File: config.mk
export PLATFORM = sky130hd
export DESIGN_NAME = multi_pulse_generator
export DESIGN_NICKNAME = d
export VERILOG_FILES = /design/src/rtl/multi_pulse_generator.sv
export SDC_FILE = /design/constraint.sdc
export NUM_CORES = 1
export LEC_CHECK = 0
export ABC_AREA = 0
export BUFFER_PORTS_ARGS = -buffer_cell sky130_fd_sc_hd__clkbuf_2
export CORE_MARGIN = 5
export CORE_UTILIZATION = 30
export DETAILED_ROUTE_END_ITERATION = 12
export HOLD_SLACK_MARGIN = 0.08
export PLACE_DENSITY = 0.47
export SLEW_MARGIN = 20
export SYNTH_ARGS = -nofsm -noshare
export SYNTH_HDL_FRONTEND = slang
export SYNTH_SLANG_ARGS = --single-unit
File: constraint.sdc
create_clock -name clk -period 2.2 [get_ports clk]
set_clock_uncertainty 0.1 [all_clocks]
set_input_delay 0.33 -clock clk [delete_from_list [all_inputs] [get_ports clk]]
set_output_delay 0.33 -clock clk [all_outputs]
set_load 0.02 [all_outputs]
File: src/rtl/multi_pulse_generator.sv
// multi_pulse_generator: per-channel synchronized edge trigger producing fixed-width pulses with holdoff and sticky miss flags
module multi_pulse_generator #(
    parameter int N_CHANNELS  = 4,
    parameter int CNT_WIDTH   = 8,
    parameter int SYNC_STAGES = 2
) (
    input  logic                  clk,
    input  logic                  rst,
    input  logic [N_CHANNELS-1:0] in_signal,
    input  logic [1:0]            edge_mode,
    input  logic [CNT_WIDTH-1:0]  pulse_len,
    input  logic [CNT_WIDTH-1:0]  holdoff_len,
    input  logic                  clr_missed,
    output logic [N_CHANNELS-1:0] out_signal,
    output logic [N_CHANNELS-1:0] busy,
    output logic [N_CHANNELS-1:0] missed
);
    typedef enum logic [1:0] {IDLE, PULSE, HOLDOFF} state_t;
    genvar c;
    generate
        for (c = 0; c < N_CHANNELS; c++) begin : g_ch
            logic [SYNC_STAGES-1:0] sync;
            logic                   prev, det, trig, miss, out_r, busy_r, missed_r, out_n, busy_n;
            logic [CNT_WIDTH-1:0]   cnt, cnt_n, hold, hold_n;
            state_t                 state, state_n;
            assign trig = (edge_mode[0] & sync[SYNC_STAGES-1] & ~prev) |
                          (edge_mode[1] & ~sync[SYNC_STAGES-1] & prev);
            assign miss = det & (state != IDLE);
            assign out_signal[c] = out_r;
            assign busy[c]       = busy_r;
            assign missed[c]     = missed_r;
            // synchronizer, edge history and registered trigger detection
            always_ff @(posedge clk) begin
                if (rst) begin
                    sync <= '0;
                    prev <= 1'b0;
                    det  <= 1'b0;
                end else begin
                    sync <= {sync[SYNC_STAGES-2:0], in_signal[c]};
                    prev <= sync[SYNC_STAGES-1];
                    det  <= trig;
                end
            end
            // state, counters, registered outputs and sticky miss flag
            always_ff @(posedge clk) begin
                if (rst) begin
                    state    <= IDLE;
                    cnt      <= '0;
                    hold     <= '0;
                    out_r    <= 1'b0;
                    busy_r   <= 1'b0;
                    missed_r <= 1'b0;
                end else begin
                    state    <= state_n;
                    cnt      <= cnt_n;
                    hold     <= hold_n;
                    out_r    <= out_n;
                    busy_r   <= busy_n;
                    missed_r <= miss | (missed_r & ~clr_missed);
                end
            end
            // next state: settings are latched at trigger acceptance so later changes never touch a running pulse
            always_comb begin
                state_n = state;
                cnt_n   = cnt;
                hold_n  = hold;
                case (state)
                    IDLE: begin
                        if (det) begin
                            state_n = PULSE;
                            cnt_n   = (pulse_len == '0) ? CNT_WIDTH'(1) : pulse_len;
                            hold_n  = holdoff_len;
                        end
                    end
                    PULSE: begin
                        state_n = (cnt > CNT_WIDTH'(1)) ? PULSE : ((hold == '0) ? IDLE : HOLDOFF);
                        cnt_n   = (cnt > CNT_WIDTH'(1)) ? cnt - CNT_WIDTH'(1) : hold;
                    end
                    HOLDOFF: begin
                        state_n = (cnt > CNT_WIDTH'(1)) ? HOLDOFF : IDLE;
                        cnt_n   = (cnt > CNT_WIDTH'(1)) ? cnt - CNT_WIDTH'(1) : '0;
                    end
                    default: state_n = IDLE;
                endcase
            end
            // outputs follow the state being entered so they are registered alongside it
            always_comb begin
                out_n  = (state_n == PULSE);
                busy_n = (state_n != IDLE);
            end
        end
    endgenerate
endmodule

# [After elaboration in Yosys (flattened, before gate mapping)]
# Index checks and enable logic that the tools add are counted.
[word_totals] reg_bits=100 in_bits=25 output_inout_bits=12 word_cells=167
[classes] add_sub_neg=4 magnitude_cmp=4 eq_ne=16 n_mux=37 bitwise_logic=41 reduce_logical=29
[ops] operator="two-way mux 8 bit" count=13
[ops] operator="one-hot mux 8 bit (3 select lines)" count=4
[ops] operator="zero test 8 bit" count=5
[ops] operator="> comparator 8 x 1 -> 1 bit (second input constant)" count=4
[ops] operator="two-way mux 2 bit" count=16
[ops] operator="subtractor 8 x 1 -> 8 bit (second input constant)" count=4
[ops] operator="bitwise AND 1 bit" count=24
[ops] operator="one-hot mux 2 bit (3 select lines)" count=4
[ops] operator="equality test 2 x 1 -> 1 bit (second input constant)" count=8
[ops] operator="AND reduction 2 bit" count=8
[ops] operator="nonzero test 2 bit" count=8
[ops] operator="nonzero test 3 bit" count=4
[ops] operator="inverter 1 bit" count=9
[ops] operator="equality test 2 bit (second input constant)" count=4
[ops] operator="zero test 2 bit" count=4
[ops] operator="!= test 2 bit (second input constant)" count=4
[ops] operator="bitwise OR 1 bit" count=8

# [Depth between registers and ports, before layout]
# Gate-level depths: netlist of the first run.
[logic_depth] ltp_word=5 mapped_depth=8 mapped_depth_nobuf=7

# [Worst setup path after synthesis of the first run]
# Ideal clock, no wire load.
[synth_path] path_kind="flip-flop to flip-flop" from="register g_ch[2].cnt[2]" to="register g_ch[2].cnt[0]" setup_time_ns=0.086 t_arrival_ns=1.966 t_required_ns=2.014 setup_slack_ns=0.047 path_stages_with_launch=8 path_buffers=2 period_less_slack_ns=2.153 path_cell_list="dfxtp_1 > or4_1 > buf_2 > or4_4 > buf_6 > nand2_2 > o211ai_2 > a221oi_2"
[synth_via] elab_chain_cells=3 elab_cells_between_ends=4 cone_classes="order compare (1); mux (3)"
[synth_lines] item="from (decl)" line_no="24" rtl="logic [CNT_WIDTH-1:0] cnt, cnt_n, hold, hold_n;"
[synth_lines] item="from (signal assigned)" line_no="55" rtl="cnt <= cnt_n;"
[synth_lines] item="> comparator 8 x 1 -> 1 bit *" line_no="77, 81"
[synth_lines] item="two-way mux 8 bit (on tied branches)" line_no="81, 77"
[synth_lines] item="one-hot mux 8 bit (3 select lines) *" line_no="67" rtl="case (state)"
# Mark *: on every way between the ends. The rest lies on a longest branch, timed or not.
# A chain may end at the register's enable or synchronous reset.

# [Worst setup path after layout of the first run]
[layout_path] from="register g_ch[1].cnt[2]" to="register g_ch[1].cnt[0]"
[layout_via] elab_chain_cells=3 elab_cells_between_ends=4 cone_classes="order compare (1); mux (3)"
[layout_lines] item="from (decl)" line_no="24"
[layout_lines] item="from (signal assigned)" line_no="55"
[layout_lines] item="> comparator 8 x 1 -> 1 bit *" line_no="77, 81"
[layout_lines] item="two-way mux 8 bit (on tied branches)" line_no="81, 77"
[layout_lines] item="one-hot mux 8 bit (3 select lines) *" line_no="67"
# Marked as above.

==> impl_metrics.py, run 1 <==
metrics = {
    "status": {
        "status": "completed",
    },
    "floorplan": {
        "die_h_um": 143,
        "fp-row-count": 48,
        "core-area_mm2": 0.0174,
        "fp.dieW_um": 143,
        "ios": 37,
        "initial_core_util": 0.307,
        "fp.dieArea_mm2": 0.0205,
    },
    "power_and_ir_drop": {
        "power_per_cell_area_mw_per_mm2": 898,
        "max-vdd-ir-drop_v": 0.000417,
        "p_leak_nw": 2.42,
    },
    "job": {
        "cap_violations": 0,
    },
    "worst_hold_path": {
        "hp-start": "edge_mode[0]",
        "holdCritPathClass": "primary input to flip-flop",
    },
    "place": {
        "dpl.hpwl_um": 11300,
        "gp_congestion": 0.886,
        "place_area_mm2": 0.00596,
        "place_inst": 924,
        "dp_slack_ns": 0.0176,
        "io_buffers": 36,
    },
    "logic_synthesis": {
        "yosysMostFrequentCell": "dfxtp_1",
        "synthArstFlopShare": 0,
        "syn_area_mm2": 0.00532,
        "ys_ff_latch": 100,
        "post_synth_num_cell_types": 64,
        "yosysTopAreaCellShare": 0.376,
        "synth-main-ff-cell": "dfxtp_1",
        "synthTopCellsByCount": "dfxtp_1, nand2_1, a21oi_1",
        "synth_edf_count": 0,
        "yosys-top-cells-area": "dfxtp_1, ha_1, a21oi_1, nand2_1, nand3_1",
        "avgSynthCellArea_um2": 8.12,
        "yosysTopAreaCell": "dfxtp_1",
        "ys_seq_area_frac": 0.376,
        "ys_warn_count": 0,
        "synth_nets": 707,
        "syn_inst": 655,
    },
    "clock_tree": {
        "clock_sinks": 100,
        "htree_levels": 3,
        "cts_root_buf": "clkbuf_16",
        "path_clk_slew_ns": 0.07,
        "cts_buffers": 9,
        "clock_latency_ns": 0.36,
        "cts_tree": "done",
        "post_cts_buffers": 0,
        "cts_buffer_depth": 2,
    },
    "timing": {
        "maxSlewHeadroom": 0.650,
        "hold_viol_final": 0,
        "fmax_ghz": 0.469,
        "tightest_slew_ns": 0.520,
        "rsz0062_at_grt": "true",
        "setup_viol": 0,
        "finalCritPeriodShare": 0.969,
        "min_period_ns": 2.13,
        "finalMaxSlewViolations": 0,
        "fin_ws_ns": 0.0671,
    },
    "detailed_routing": {
        "via_per_inst": 5.18,
        "drt_iter0_drc": 311,
        "dr.pass1.iters": 4,
        "routed-via-count": 4891,
        "drcViolationCount": 0,
        "totalWireLength_um": 15400,
        "post_drt_wl_per_cell_um": 16.3,
        "postRouteAntennaNets": 0,
    },
    "final_layout": {
        "drive_above_1_share": 0.184,
        "nets": 766,
        "layout.cells.non_filler": 944,
        "diodes": 0,
        "final_cell_area_mm2": 0.00634,
        "syn2layout_area_growth_pct": 19.2,
    },
    "setup_path": {
        "cp_max_fo": 12,
        "timing.critical_path.from": "g_ch[1].cnt[2]$_SDFFE_PP0P_",
        "critPathCaptureType": "flip-flop",
        "critPathArrivalTime_ns": 2.28,
        "r2r_start": "g_ch[1].cnt[2]$_SDFFE_PP0P_",
        "path_class": "flip-flop to flip-flop",
        "worst_setup_path_start_kind": "flip-flop",
        "cp.required_ns": 2.35,
    },
    "global_routing": {
        "grt_max_degree": 42,
        "grtUsageTotal": 0.155,
        "grt-ovfl-total": 0,
        "grt_pass1_wl_um": 24900,
        "antenna_found_initial": 0,
        "grt_pass1_vias": 4739,
    },
}
==> layer usage <==
metal  part of all wire  GRT usage
met5                  0          0
met4              0.014     0.0485
met3              0.044     0.0322
met2               0.45      0.239
met1               0.49      0.217
==> metrics by stage <==
step	power (mW)	TNS, ns	hold WS [ns]	util
2_1_floorplan	3.54	0	0.310	-
3_3_place_gp	4.13	0	0.315	0.343
5_1_grt	6.07	-0.0230	0.190	0.365
4_1_cts	5.69	-0.00646	0.181	0.362
3_5_place_dp	4.14	0	0.321	0.343
6_report	5.70	0	0.191	0.365
==> layout by cell type (no fill, tap or decap), types with 16 or more instances in the layout <==
cell / n
nand3_1: 42
nor3_1: 22
nand2b_1: 16
buf_4: 47
nor2b_1: 20
inv_1: 33
ha_1: 27
nand2_1: 73
dfxtp_1: 99
nor2_1: 46
a21oi_1: 60
o21ai_0: 20
clkbuf_2: 35
==> area by class of cell <==
type	count	area, um^2
Fill cell	1792	11000
Multi-Input combinational cell	481	3050
Sequential cell	100	2000
Timing Repair Buffer	89	613
Tap cell	225	282
Clock buffer	9	225
Inverter	33	124
Clock inverter	7	51.3
==> state kept, by name, summed over array words and instances (netlist names) <==
name / count
g_ch.busy_r: 4
g_ch.cnt: 32
g_ch.det: 4
g_ch.hold: 32
g_ch.missed_r: 4
g_ch.out_r: 4
g_ch.prev: 4
g_ch.state: 8
g_ch.sync: 8
==> cells by family after synthesis <==
| family | synth area share |
|---|---|
| XOR/XNOR | 0.0148 |
| AO/OA/AOI/OAI | 0.218 |
| adder cells (fa/ha/maj) | 0.0635 |
| flip-flops | 0.376 |
| multiplexers | 0.0139 |
| AND/OR/NAND/NOR | 0.250 |
| buffers and inverters | 0.0637 |
==> critical path, stage by stage (launching register included) <==
cell and delay (ns):
dfxtp_1 0.32, or4_1 0.62, or4_4 0.53, or2_0 0.22, a31oi_1 0.17, nor3_1 0.06
==> path summary, 6_finish.rpt <==
| check | cells past startpoint | endpoint | slack [ns] |
|---|---|---|---|
| min | 3 | g_ch[2].det$_SDFF_PP0_ | 0.19 |
| max reg2reg | 5 | g_ch[1].cnt[0]$_SDFFE_PP0P_ | 0.07 |
| max | 5 | g_ch[1].cnt[0]$_SDFFE_PP0P_ | 0.07 |
| min reg2reg | 1 | g_ch[3].sync[1]$_SDFF_PP0_ | 0.34 |
==> what timing repair did <==
item | 4_1_cts | 5_1_grt
setup endpoints to repair | 2 | 21
gates resized for setup | 1 | 13
hold endpoints to repair | 4 | 0
gates cloned | 0 | 0
pin swaps | 0 | 3
hold buffers | 4 | 0
==> power breakdown <==
part | leakage [nW] | switching, mW | internal, mW
sequential | 0.814 | 0.153 | 1.97
clock | 0.132 | 0.751 | 0.774
combinational | 1.47 | 1.15 | 0.901
total | 2.42 | 2.05 | 3.64
No activity file was read; power rests on OpenSTA's default activity.
==> inputs of run 2 (changes only) <==
--- a/config.mk
+++ b/config.mk
@@ -6,12 +6,12 @@
 export NUM_CORES = 1
 export LEC_CHECK = 0
 export ABC_AREA = 0
-export BUFFER_PORTS_ARGS = -buffer_cell sky130_fd_sc_hd__clkbuf_2
+export BUFFER_PORTS_ARGS = -buffer_cell sky130_fd_sc_hd__buf_2
 export CORE_MARGIN = 5
 export CORE_UTILIZATION = 30
 export DETAILED_ROUTE_END_ITERATION = 12
 export HOLD_SLACK_MARGIN = 0.08
-export PLACE_DENSITY = 0.47
+export PLACE_DENSITY = 0.45
 export SLEW_MARGIN = 20
 export SYNTH_ARGS = -nofsm -noshare
 export SYNTH_HDL_FRONTEND = slang
==> constraint.sdc (replaced) <==
create_clock -name clk -period 2.4 [get_ports clk]
set_clock_uncertainty 0.1 [all_clocks]
set_input_delay 0.12 -clock clk [delete_from_list [all_inputs] [get_ports clk]]
set_output_delay 0.12 -clock clk [all_outputs]
set_load 0.02 [all_outputs]
==> impl_metrics.py, run 2 (synthesized netlist as in run 1, its figures left out) <==
metrics = {
    "place": {
        "dpl.hpwl_um": 11200,
        "gp_congestion": 0.888,
        "io_buffers": 36,
        "place_area_mm2": 0.00585,
    },
    "timing": {
        "tns_ns": 0,
        "tightest_slew_ns": 0.533,
        "fmax_ghz": 0.440,
        "finalCritPeriodShare": 0.948,
        "maxSlewHeadroom": 0.640,
        "finalMaxSlewViolations": 0,
        "hold_viol_final": 0,
        "min_period_ns": 2.28,
        "setup_viol": 0,
        "rsz0062_at_grt": "true",
    },
    "floorplan": {
        "initial_core_util": 0.307,
        "core-area_mm2": 0.0174,
        "ios": 37,
        "die_h_um": 143,
        "fp-row-count": 48,
        "fp.dieArea_mm2": 0.0205,
        "fp.dieW_um": 143,
    },
    "power_and_ir_drop": {
        "max-vdd-ir-drop_v": 0.000358,
        "power_per_cell_area_mw_per_mm2": 818,
        "p_leak_nw": 2.41,
        "power_mw": 5.20,
    },
    "detailed_routing": {
        "post_drt_wl_per_cell_um": 16.4,
        "totalWireLength_um": 15500,
        "dr.pass1.iters": 5,
        "routed-via-count": 4869,
        "via_per_inst": 5.16,
        "drt_iter0_drc": 318,
        "drcViolationCount": 0,
        "postRouteAntennaNets": 0,
    },
    "setup_path": {
        "critPathCaptureType": "flip-flop",
        "path_class": "flip-flop to flip-flop",
        "critPathArrivalTime_ns": 2.44,
        "reg2reg_slack_ns": 0.12,
        "worstRegToRegCells": 6,
        "cp_max_fo": 10,
        "r2r_start": "g_ch[2].cnt[2]$_SDFFE_PP0P_",
        "cp.required_ns": 2.57,
        "reg2reg_to": "g_ch[2].cnt[1]$_SDFFE_PP0P_",
        "worst_setup_path_start_kind": "flip-flop",
    },
    "final_layout": {
        "diodes": 0,
        "multiInputGateArea_mm2": 0.00299,
        "final-seq-area_mm2": 0.00200,
        "final_cell_area_mm2": 0.00635,
        "drive_above_1_share": 0.153,
        "final_cell_mix": "dfxtp_1, nand2_1, a21oi_1",
        "syn2layout_area_growth_pct": 19.3,
        "layout_commonest_cell": "dfxtp_1",
        "largestRegisters": "g_ch.cnt (32), g_ch.hold (32)",
        "nets": 766,
        "fillers": 1823,
    },
    "clock_tree": {
        "clock_latency_ns": 0.35,
        "cts_tree": "done",
        "cts_root_buf": "clkbuf_16",
        "htree_levels": 3,
        "cts_buffer_depth": 2,
        "path_clk_slew_ns": 0.07,
        "cts_buffers": 9,
        "clock_sinks": 100,
    },
    "worst_hold_path": {
        "holdCritPathClass": "primary input to flip-flop",
        "hold_path_end": "g_ch[1].cnt[1]$_SDFFE_PP0P_",
        "min_delay_path_depth": 3,
        "hp-start": "pulse_len[1]",
    },
    "global_routing": {
        "grtUsageTotal": 0.155,
        "grt-ovfl-total": 0,
        "grt_pass1_wl_um": 25000,
        "grt_pass1_vias": 4666,
        "antenna_found_initial": 0,
        "grt_max_degree": 41,
    },
    "status": {
        "status": "completed",
    },
    "job": {
        "cap_violations": 0,
    },
}
-- run 2: repair_timing --
action | CTS | global route
setup buffers | 0 | 0
hold endpoints to repair | 49 | 0
resized for setup | 0 | 3
endpoints found under the setup margin | 0 | 9
hold buffers | 19 | 0
-- run 2: layer usage --
layer  wire, um  vias up  track usage  part of all wire
met3        782       20       0.0338             0.051
met4        271        0       0.0535             0.018
met5          0        -            0                 0
met1       7180     2261        0.205              0.46
li1           -     2448            -                 -
met2       7220      140        0.251              0.47
-- run 2: power breakdown --
part	switching, mW	total, mW	internal [mW]
combinational	0.994	1.72	0.731
clock	0.690	1.51	0.819
sequential	0.157	1.96	1.80
total	1.84	5.20	3.35
-- run 2: final cells by class --
type	instances	area share
Clock buffer	10	0.0361
Clock inverter	6	0.0110
Inverter	33	0.0195
Multi-Input combinational cell	481	0.471
Sequential cell	100	0.315
Tap cell	225	0.0443
Timing Repair Buffer	89	0.103
-- run 2: through the flow --
step / setup WS, ns / cells / util / hold WS [ns]
3_5_place_dp: 0.156 / 909 / 0.337 / 0.237
3_3_place_gp: 0.207 / 909 / 0.337 / 0.234
5_1_grt: -0.106 / 944 / 0.366 / 0.0902
2_1_floorplan: 0.247 / 655 / - / 0.100
6_report: 0.125 / 944 / 0.366 / 0.0973
4_1_cts: 0.129 / 944 / 0.365 / 0.0907
-- run 2: critical path, cell delays in order, from the launching register on --
cell and delay [ns]:
dfxtp_1 0.36, or4_1 0.60, or4_4 0.53, buf_4 0.20, nand2_2 0.07, o211ai_2 0.08
a221oi_2 0.24
-- run 2: worst max-delay path by stage --
| stage | from | endpoint | slack (ns) | cells after the start |
|---|---|---|---|---|
| 2_1_floorplan | g_ch[2].cnt[2]$_SDFFE_PP0P_ | g_ch[2].cnt[0]$_SDFFE_PP0P_ | 0.25 | 7 |
| 3_5_place_dp | g_ch[2].cnt[2]$_SDFFE_PP0P_ | g_ch[2].cnt[1]$_SDFFE_PP0P_ | 0.16 | 6 |
| 6_report | g_ch[2].cnt[2]$_SDFFE_PP0P_ | g_ch[2].cnt[1]$_SDFFE_PP0P_ | 0.12 | 6 |
| 3_3_place_gp | g_ch[3].cnt[0]$_SDFFE_PP0P_ | g_ch[3].out_r$_SDFF_PP0_ | 0.21 | 7 |
| 4_1_cts | g_ch[2].cnt[2]$_SDFFE_PP0P_ | g_ch[2].cnt[1]$_SDFFE_PP0P_ | 0.13 | 6 |
| 5_1_grt | g_ch[3].cnt[0]$_SDFFE_PP0P_ | g_ch[3].cnt[1]$_SDFFE_PP0P_ | -0.11 | 7 |
